<file path="src/rtl/sd_emmc_controller_m_axi_wr.sv">
// Single-beat AXI4 write engine: one 32-bit word per request, completion pulse only after B response.
// Optional macro SD_EMMC_AXI_BRESP_CHECK_EN: SLVERR/DECERR responses also set the sticky wr_error flag.
module sd_emmc_controller_m_axi_wr #(
    parameter int ADDR_W    = 32,
    parameter int DATA_W    = 32,
    parameter int TIMEOUT_W = 16
) (
    input  logic              clock,
    input  logic              reset,
    input  logic              req_valid,
    input  logic [ADDR_W-1:0] req_addr,
    input  logic [DATA_W-1:0] req_data,
    output logic              next_data_word,
    output logic              busy,
    output logic              wr_error,
    input  logic              err_clear,
    output logic [ADDR_W-1:0] m_axi_awaddr,
    output logic [7:0]        m_axi_awlen,
    output logic [2:0]        m_axi_awsize,
    output logic [1:0]        m_axi_awburst,
    output logic [3:0]        m_axi_awcache,
    output logic [2:0]        m_axi_awprot,
    output logic              m_axi_awvalid,
    input  logic              m_axi_awready,
    output logic [DATA_W-1:0] m_axi_wdata,
    output logic [3:0]        m_axi_wstrb,
    output logic              m_axi_wlast,
    output logic              m_axi_wvalid,
    input  logic              m_axi_wready,
    input  logic [1:0]        m_axi_bresp,
    input  logic              m_axi_bvalid,
    output logic              m_axi_bready
);

    typedef enum logic [1:0] {
        IDLE      = 2'd0,
        ADDR_DATA = 2'd1,
        RESP      = 2'd2,
        DONE      = 2'd3
    } state_t;

    state_t                 state_q;
    logic [ADDR_W-1:0]      awaddr_q;
    logic [DATA_W-1:0]      wdata_q;
    logic                   awvalid_q;
    logic                   wvalid_q;
    logic                   bready_q;
    logic                   next_data_word_q;
    logic                   busy_q;
    logic                   wr_error_q;
    logic                   aw_done_q;
    logic                   w_done_q;
    logic [TIMEOUT_W-1:0]   tmo_cnt_q;

    logic                   aw_fire;
    logic                   w_fire;
    logic                   aw_done_d;
    logic                   w_done_d;
    logic                   tmo_hit;
    logic                   bresp_err;
    logic                   err_set;
    logic [TIMEOUT_W-1:0]   tmo_cnt_d;

    assign aw_fire   = awvalid_q & m_axi_awready;
    assign w_fire    = wvalid_q & m_axi_wready;
    assign aw_done_d = aw_done_q | aw_fire;
    assign w_done_d  = w_done_q | w_fire;
    assign tmo_cnt_d = tmo_cnt_q + TIMEOUT_W'(1);
    assign tmo_hit   = ((state_q == ADDR_DATA) || (state_q == RESP)) && (tmo_cnt_q == '1);

`ifdef SD_EMMC_AXI_BRESP_CHECK_EN
    // bresp[1] covers both SLVERR (2'b10) and DECERR (2'b11)
    assign bresp_err = m_axi_bresp[1];
`else
    logic unused_bresp;
    assign unused_bresp = ^m_axi_bresp;
    assign bresp_err    = 1'b0;
`endif

    assign err_set = tmo_hit | ((state_q == RESP) & m_axi_bvalid & bresp_err);

    always_ff @(posedge clock or posedge reset) begin
        if (reset) begin
            state_q          <= IDLE;
            awaddr_q         <= '0;
            wdata_q          <= '0;
            awvalid_q        <= 1'b0;
            wvalid_q         <= 1'b0;
            bready_q         <= 1'b0;
            next_data_word_q <= 1'b0;
            busy_q           <= 1'b0;
            wr_error_q       <= 1'b0;
            aw_done_q        <= 1'b0;
            w_done_q         <= 1'b0;
            tmo_cnt_q        <= '0;
        end else begin
            next_data_word_q <= 1'b0;

            // A set event in the same cycle as err_clear keeps the flag raised
            if (err_set) begin
                wr_error_q <= 1'b1;
            end else if (err_clear) begin
                wr_error_q <= 1'b0;
            end

            case (state_q)
                IDLE: begin
                    tmo_cnt_q <= '0;
                    if (req_valid) begin
                        awaddr_q  <= req_addr;
                        wdata_q   <= req_data;
                        awvalid_q <= 1'b1;
                        wvalid_q  <= 1'b1;
                        busy_q    <= 1'b1;
                        state_q   <= ADDR_DATA;
                    end
                end
                ADDR_DATA: begin
                    aw_done_q <= aw_done_d;
                    w_done_q  <= w_done_d;
                    if (aw_fire) begin
                        awvalid_q <= 1'b0;
                    end
                    if (w_fire) begin
                        wvalid_q <= 1'b0;
                    end
                    if (aw_done_d && w_done_d) begin
                        awvalid_q <= 1'b0;
                        wvalid_q  <= 1'b0;
                        bready_q  <= 1'b1;
                        tmo_cnt_q <= '0;
                        state_q   <= RESP;
                    end else begin
                        tmo_cnt_q <= tmo_cnt_d;
                    end
                end
                RESP: begin
                    if (m_axi_bvalid) begin
                        bready_q         <= 1'b0;
                        next_data_word_q <= 1'b1;
                        tmo_cnt_q        <= '0;
                        state_q          <= DONE;
                    end else begin
                        tmo_cnt_q <= tmo_cnt_d;
                    end
                end
                DONE: begin
                    busy_q    <= 1'b0;
                    aw_done_q <= 1'b0;
                    w_done_q  <= 1'b0;
                    tmo_cnt_q <= '0;
                    state_q   <= IDLE;
                end
                default: begin
                    state_q <= IDLE;
                end
            endcase
        end
    end

    assign next_data_word = next_data_word_q;
    assign busy           = busy_q;
    assign wr_error       = wr_error_q;
    assign m_axi_awaddr   = awaddr_q;
    assign m_axi_awlen    = 8'd0;
    assign m_axi_awsize   = 3'b010;
    assign m_axi_awburst  = 2'b01;
    assign m_axi_awcache  = 4'b0011;
    assign m_axi_awprot   = 3'b000;
    assign m_axi_awvalid  = awvalid_q;
    assign m_axi_wdata    = wdata_q;
    assign m_axi_wstrb    = 4'hF;
    assign m_axi_wlast    = wvalid_q;
    assign m_axi_wvalid   = wvalid_q;
    assign m_axi_bready   = bready_q;

endmodule
</file>
<file path="config.mk">
export PLATFORM = sky130hd
export DESIGN_NAME = sd_emmc_controller_m_axi_wr
export DESIGN_NICKNAME = d
export VERILOG_FILES = /design/src/rtl/sd_emmc_controller_m_axi_wr.sv
export SDC_FILE = /design/constraint.sdc
export NUM_CORES = 1
export LEC_CHECK = 0
export ABC_AREA = 1
export BUFFER_PORTS_ARGS = -buffer_cell sky130_fd_sc_hd__buf_4
export CAP_MARGIN = 20
export CORE_ASPECT_RATIO = 1.5
export CORE_MARGIN = 5
export CORE_UTILIZATION = 48
export DETAILED_ROUTE_END_ITERATION = 6
export GPL_TIMING_DRIVEN = 0
export PLACE_DENSITY = 0.8
export SLEW_MARGIN = 20
export SYNTH_ARGS = -nofsm -noshare
export SYNTH_HDL_FRONTEND = slang
export SYNTH_SLANG_ARGS = --single-unit
</file>
<file path="constraint.sdc">
create_clock -name clock -period 3.4 [get_ports clock]
set_input_delay 0.17 -clock clock [delete_from_list [all_inputs] [get_ports clock]]
set_output_delay 0.17 -clock clock [all_outputs]
set_load 0.01 [all_outputs]
</file>
==> results by group, run 1 <==
Run status
  – Run status: complete, no violations

Die
  – Total die area: 10350 um^2
  – Total I/O pin count: 168
  – Die outline height: 122.1 um
  – Horizontal die dimension: 84.75 um
  – Initial core utilization: 48.40%
  – Num rows: 41
  – Standard cell core area: 8310 um^2

STA
  – Fin Clk Skew: 0.007484 ns
  – Period utilization: 47.36%
  – Setup TNS: 0 ns
  – Relative max-transition margin: 66.16%
  – Minimum clock period after layout: 1.610 ns
  – Max Clk Rate: 0.6210 GHz
  – Pin slew with the least headroom to its limit: 0.5076 ns
  – Final hold violation count: 0
  – Final Setup Violations: 0
  – Final Worst Setup Slack: 1.790 ns
  – Number of pins exceeding their max-slew limit in the final report: 0
  – Unrepaired setup endpoints after global routing: false
  – Final hold slack: 0.01913 ns

GRT
  – Total grt overflow: 0
  – Global-route wire length before repair: 16090 um
  – Vias in the first global route: 3471
  – GR Util All Layers: 19.73%
  – Pin count of the biggest net entering global routing: 60
  – Antenna violations before repair: 0

Clocking
  – # H-tree levels: 3
  – Root cell of the clock tree: sky130_fd_sc_hd__clkbuf_16
  – Clk sink count: 90
  – Register clock-pin slew on the reported worst setup and hold paths: 0.07 ns
  – Clock tree from TritonCTS: yes
  – Clock insertion delay at the later pin of the skew report: 0.34 ns
  – Total CTS buffers: 9
  – CTS Buffer Depth: 2
  – Number of buffers added for setup after CTS: 0

Critical path
  – Start point of the critical path: state_q[0]
  – Startpoint type of the worst setup path: register
  – Data arrival time of the worst path: 1.89 ns
  – Worst Setup End Kind: register
  – Startpoint-to-endpoint class of the critical path: register to register
  – Required time at the endpoint of the critical path: 3.68 ns
  – Reg2Reg Launch Point: state_q[0]
  – Largest fanout of any net on the critical path: 10

Drt
  – Vias after detailed routing: 3530
  – Routed wire length: 10140 um
  – WL per Instance: 13.27 um
  – First-pass DRT Iterations: 4
  – Remaining design rule violation count: 0
  – Number of nets with antenna violations after detailed routing: 0
  – Vias per inst: 4.620
  – Drt first-iter violations: 120

Logic synthesis
  – Sequential area share after synthesis: 55.99%
  – Netlist area before placement: 4023 um^2
  – Synth area leaders: sky130_fd_sc_hd__dfrtp_1, sky130_fd_sc_hd__nand2_1, sky130_fd_sc_hd__buf_4, sky130_fd_sc_hd__inv_1, sky130_fd_sc_hd__nor2_1
  – Cell type contributing the most total cell area after synthesis: sky130_fd_sc_hd__dfrtp_1
  – Synth Area per Inst: 8.451 um^2
  – Total of flip-flops plus latches after synthesis: 90
  – Post-synth top area share: 55.99%
  – Synth Warn #: 0
  – Cells after Synth: 476
  – Count of cell types in the netlist: 27

Place
  – Port Buffers: 141
  – Global placer's final weighted congestion: 0.9149
  – DP HPWL: 7798 um
  – Post-Place Worst Slack: 1.788 ns

Pwr
  – PnR Total Power: 4.564 mW
  – Total power divided by cell area: 812.3 nW/um^2
  – Worst IR drop on VDD: 0.5832 mV
  – Leakage power: 3.096 nW

Cells and area
  – # fillers: 698
  – Post-Route Utilization: 67.62%
  – Final-stage net count: 731
  – Synthesis-to-layout area growth: 39.69%
  – Fraction of layout cells with a size suffix above 1: 32.42%
  – Leading cell type in the layout, fill and taps excluded: sky130_fd_sc_hd__nand2_1
  – Most frequent cells in the layout: sky130_fd_sc_hd__nand2_1, sky130_fd_sc_hd__buf_4, sky130_fd_sc_hd__dfrtp_1
  – Antenna Diode Count: 0

Hold path
  – Min-Delay Startpoint: req_addr[0]
  – Worst hold path class: primary input to register

Job
  – Count of max-cap constraint violations: 0
==> path summary, 6_finish.rpt <==
path                                    to  slack (ns)  cells past startpoint
setup reg to reg            m_axi_wdata[8]        1.79                      7
hold reg to reg            m_axi_wdata[30]        0.48                      2
hold / removal             m_axi_awaddr[0]        0.02                      3
min in group asynchronous  m_axi_awaddr[6]        0.41                      3
setup / recovery            m_axi_wdata[8]        1.79                      7
max in group asynchronous  m_axi_wdata[14]        2.38                      4
==> power by group <==
part / switching (mW) / leakage (nW) / internal [mW]
registers: 0.248 / 1.15 / 1.49
clock network: 0.414 / 0.136 / 0.519
logic: 1.01 / 1.81 / 0.881
total: 1.68 / 3.10 / 2.89
==> worst max-delay path, cell delays in order (launching register included) <==
cell and delay (ns):
sky130_fd_sc_hd__dfrtp_1 0.40, sky130_fd_sc_hd__inv_1 0.10, sky130_fd_sc_hd__ha_1 0.22, sky130_fd_sc_hd__nand2_1 0.15
sky130_fd_sc_hd__buf_2 0.25, sky130_fd_sc_hd__buf_2 0.25, sky130_fd_sc_hd__nand2_1 0.09, sky130_fd_sc_hd__nand2_1 0.09
==> per-layer routing <==
metal,global-route usage (%),up-vias,routed length (um)
li1,-,1735,-
met1,22.27,1642,3799
met2,34.71,137,5352
met3,6.225,16,812
met4,7.426,0,177
met5,0,-,0
==> repair_timing <==
action | CTS | global route
hold buffers | 1 | 0
endpoints found under the hold margin | 31 | 0
resized for setup | 0 | 0
==> area by class of cell <==
class,count,area (um^2),area share (%)
timing repair buffer,143,1096,19.51
multi-input combinational,340,1476,26.27
clock inverter,5,38.79,0.6903
inverter,27,103.9,1.848
sequential,90,2252,40.08
buffer,41,275.3,4.899
tap,107,133.9,2.383
clock buffer,11,242.7,4.320
==> state kept, by name, indices dropped and copies added, names as in the netlist <==
| name | count |
|---|---|
| aw_done_q | 1 |
| busy | 1 |
| m_axi_awaddr | 32 |
| m_axi_awvalid | 1 |
| m_axi_bready | 1 |
| m_axi_wdata | 32 |
| m_axi_wlast | 1 |
| next_data_word | 1 |
| state_q | 2 |
| tmo_cnt_q | 16 |
| w_done_q | 1 |
| wr_error | 1 |
==> cell usage after synthesis <==
library cell	instances
sky130_fd_sc_hd__nand2_1	233
sky130_fd_sc_hd__dfrtp_1	90
sky130_fd_sc_hd__buf_4	27
sky130_fd_sc_hd__inv_1	26
sky130_fd_sc_hd__nor2_1	25
sky130_fd_sc_hd__buf_2	10
sky130_fd_sc_hd__nand3_1	9
sky130_fd_sc_hd__nand2_2	7
sky130_fd_sc_hd__o21ai_0	7
sky130_fd_sc_hd__ha_1	6
sky130_fd_sc_hd__nor2_2	4
sky130_fd_sc_hd__xnor2_1	4
sky130_fd_sc_hd__xor2_1	4
sky130_fd_sc_hd__a21oi_1	3
sky130_fd_sc_hd__clkbuf_1	3
sky130_fd_sc_hd__nand4_1	3
sky130_fd_sc_hd__conb_1	2
sky130_fd_sc_hd__nor2_4	2
sky130_fd_sc_hd__nor3_1	2
sky130_fd_sc_hd__o21ai_1	2
sky130_fd_sc_hd__a31oi_1	1
sky130_fd_sc_hd__buf_6	1
sky130_fd_sc_hd__inv_2	1
sky130_fd_sc_hd__nand2_4	1
sky130_fd_sc_hd__o21ai_4	1
sky130_fd_sc_hd__o21bai_1	1
sky130_fd_sc_hd__or2_2	1
==> cell families (layout without fill, tap and decap cells) <==
family / count (synthesis) / count (layout) / synth area share, %
other: 2 / 24 / 0.1867
XOR/XNOR: 8 / 8 / 1.742
AO/OA/AOI/OAI: 15 / 15 / 2.240
flip-flops: 90 / 90 / 55.99
buffers and inverters: 68 / 227 / 9.362
adder cells (fa/ha/maj): 6 / 6 / 1.866
AND/OR/NAND/NOR: 287 / 287 / 28.62
==> per-stage QoR <==
| stage | cells | instance area (um^2) |
|---|---|---|
| 2_1_floorplan | 498 | 4105 |
| 3_3_place_gp | 746 | 5298 |
| 3_5_place_dp | 747 | 5328 |
| 4_1_cts | 764 | 5619 |
| 5_1_grt | 764 | 5619 |
| 6_report | 764 | 5619 |
Power figures use the tool's default switching activity.
==> inputs of run 2 (changes only) <==
- clock period: 3.4 -> 1.6 ns (I/O delays scaled with it)
==> run 2 against run 1 <==
  * Combinational power grew 130%
  * Power is 130% higher
  * Largest power group unchanged
  * Critical path type unchanged
  * First-iteration DRC count is 110% higher
  * Setup slack lost 1.7 ns
==> results by group, run 2 (synthesis results as in run 1) <==
Die
  – Die outline height: 122.1 um (unchanged)
  – Standard cell core area: 8310 um^2 (unchanged)
  – Initial core utilization: 48.40% (unchanged)
  – Total die area: 10350 um^2 (unchanged)
  – Total I/O pin count: 168 (unchanged)
  – Horizontal die dimension: 84.75 um (unchanged)
  – Num rows: 41 (unchanged)

Critical path
  – Startpoint-to-endpoint class of the critical path: register to register (unchanged)
  – Data arrival time of the worst path: 1.77 ns (was 1.89 ns)
  – Worst Setup End Kind: register (unchanged)
  – Startpoint type of the worst setup path: register (unchanged)
  – Required time at the endpoint of the critical path: 1.88 ns (was 3.68 ns)
  – Largest fanout of any net on the critical path: 10 (unchanged)

Clocking
  – Clock tree from TritonCTS: yes (unchanged)
  – CTS Buffer Depth: 2 (unchanged)
  – Clock insertion delay at the later pin of the skew report: 0.35 ns (was 0.34 ns)
  – Clk sink count: 90 (unchanged)
  – # H-tree levels: 3 (unchanged)
  – Total CTS buffers: 9 (unchanged)
  – Root cell of the clock tree: sky130_fd_sc_hd__clkbuf_16 (unchanged)
  – Register clock-pin slew on the reported worst setup and hold paths: 0.06 ns (was 0.07 ns)

Cells and area
  – Synthesis-to-layout area growth: 58.60% (was 39.69%)
  – Fraction of layout cells with a size suffix above 1: 30.48% (was 32.42%)
  – # fillers: 522 (was 698)
  – Leading cell type in the layout, fill and taps excluded: sky130_fd_sc_hd__nand2_1 (unchanged)
  – Sequential cell area: 2252 um^2 (unchanged)
  – Final instance count without filler cells: 833 (was 764)
  – Final-stage net count: 799 (was 731)
  – Area occupied by multi-input gates: 1481 um^2 (was 1476 um^2)
  – Most frequent cells in the layout: sky130_fd_sc_hd__nand2_1, sky130_fd_sc_hd__buf_4, sky130_fd_sc_hd__dfrtp_1 (unchanged)

Job
  – Count of max-cap constraint violations: 0 (unchanged)

Place
  – Global placer's final weighted congestion: 0.8515 (was 0.9149)
  – Inst Count DP: 748 (was 747)
  – Port Buffers: 141 (unchanged)
  – DP HPWL: 7807 um (was 7798 um)

Drt
  – First-pass DRT Iterations: 4 (unchanged)
  – Vias after detailed routing: 3933 (was 3530)
  – Drt first-iter violations: 251 (was 120)
  – WL per Instance: 14.46 um (was 13.27 um)
  – Remaining design rule violation count: 0 (unchanged)
  – Number of nets with antenna violations after detailed routing: 0 (unchanged)
  – Vias per inst: 4.721 (was 4.620)
  – Routed wire length: 12050 um (was 10140 um)

Pwr
  – PnR Total Power: 10.40 mW (was 4.564 mW)
  – Sequential fraction of design power: 35.8% (was 38.0%)
  – Int Pwr: 6.598 mW (was 2.888 mW)
  – Clock network fraction of design power: 21.8% (was 20.5%)
  – Total power divided by cell area: 1630 nW/um^2 (was 812.3 nW/um^2)
  – Share of power burned in combinational logic: 42.4% (was 41.5%)
  – Reported net switching power: 3.801 mW (was 1.676 mW)
  – Leakage power: 3.407 nW (was 3.096 nW)
  – Worst IR drop on VDD: 1.082 mV (was 0.5832 mV)
  – Switching part of the total: 36.55% (was 36.73%)

STA
  – Final Setup Violations: 0 (unchanged)
  – Period utilization: 93.46% (was 47.36%)
  – Number of pins exceeding their max-slew limit in the final report: 0 (unchanged)
  – Relative max-transition margin: 63.28% (was 66.16%)
  – Pin slew with the least headroom to its limit: 0.5497 ns (was 0.5076 ns)
  – Fin Clk Skew: 0.009083 ns (was 0.007484 ns)
  – Max Clk Rate: 0.6687 GHz (was 0.6210 GHz)
  – Setup TNS: 0 ns (unchanged)
  – Final hold slack: 0.02488 ns (was 0.01913 ns)
  – Minimum clock period after layout: 1.495 ns (was 1.610 ns)
  – Final hold violation count: 0 (unchanged)

GRT
  – Vias in the first global route: 4158 (was 3471)
  – Total grt overflow: 0 (unchanged)
  – GR Util All Layers: 23.55% (was 19.73%)
  – Antenna violations before repair: 1 (was 0)
  – Pin count of the biggest net entering global routing: 35 (was 60)
  – Global-route wire length before repair: 19110 um (was 16090 um)

Hold path
  – Worst hold path class: primary input to register (unchanged)

Run status
  – Run status: complete, no violations (unchanged)
[run 2: layout make-up]
type                    instances  share of cell area [%]
well taps                     107                   2.098
multi-input cells             340                   23.22
repair buffers                211                   27.85
clock buffers                  10                   3.589
flip-flops and latches         90                   35.30
clock inverters                 6                   1.412
plain buffers                  41                   4.844
inverters                      27                   1.647
diodes                          1                 0.03922
[run 2: worst paths after layout]
check                      slack (ns)               end        startpoint  cells past startpoint
setup / recovery                 0.10   m_axi_wdata[13]        state_q[0]                      7
hold / removal                   0.02          w_done_q      m_axi_wready                      3
setup reg to reg                 0.10   m_axi_wdata[13]        state_q[0]                      7
hold reg to reg                  0.48  m_axi_awaddr[16]  m_axi_awaddr[16]                      2
max in group asynchronous        0.70   m_axi_wdata[24]             reset                      4
min in group asynchronous        0.36   m_axi_awaddr[0]             reset                      3
[run 2: repair_timing]
item                                    CTS  global route
endpoints found under the hold margin    88             0
hold buffers                             67             0
endpoints found under the setup margin   23            64
setup buffers                             0             1
gates resized for setup                   2            21
[run 2: through the flow]
stage	worst slack, ns	area, um^2	util, %
after detailed placement	-0.01048	5341	64.27
after floorplan	0.2740	4109	-
after global routing	-0.005964	6380	76.77
after global placement	-0.1097	5301	63.79
after CTS	-0.01704	6336	76.24
final	0.1047	6380	76.77
[run 2: worst max-delay path, stage by stage (launching register included)]
cell                      delay [ns]
sky130_fd_sc_hd__dfrtp_1        0.42
sky130_fd_sc_hd__inv_2          0.07
sky130_fd_sc_hd__ha_2           0.20
sky130_fd_sc_hd__nand2_2        0.12
sky130_fd_sc_hd__buf_4          0.19
sky130_fd_sc_hd__buf_2          0.23
sky130_fd_sc_hd__nand2_1        0.09
sky130_fd_sc_hd__nand2_1        0.10
[run 2: layer usage]
metal,share of wire (%),vias up,global-route usage (%)
li1,-,1878,-
met1,35,1841,24.09
met2,53,165,42.40
met3,6.8,49,6.292
met4,5.5,0,14.16
met5,0,-,0
[run 2: power groups by stage]
stage | Combinational (mW) | Sequential [mW] | Clock, mW
floorplan | 1.74 | 4.04 | 0
global placement | 3.94 | 3.67 | 0
detailed placement | 4.10 | 3.69 | 0
CTS | 4.27 | 3.67 | 2.27
global route | 4.87 | 3.83 | 2.40
finish | 4.41 | 3.72 | 2.27
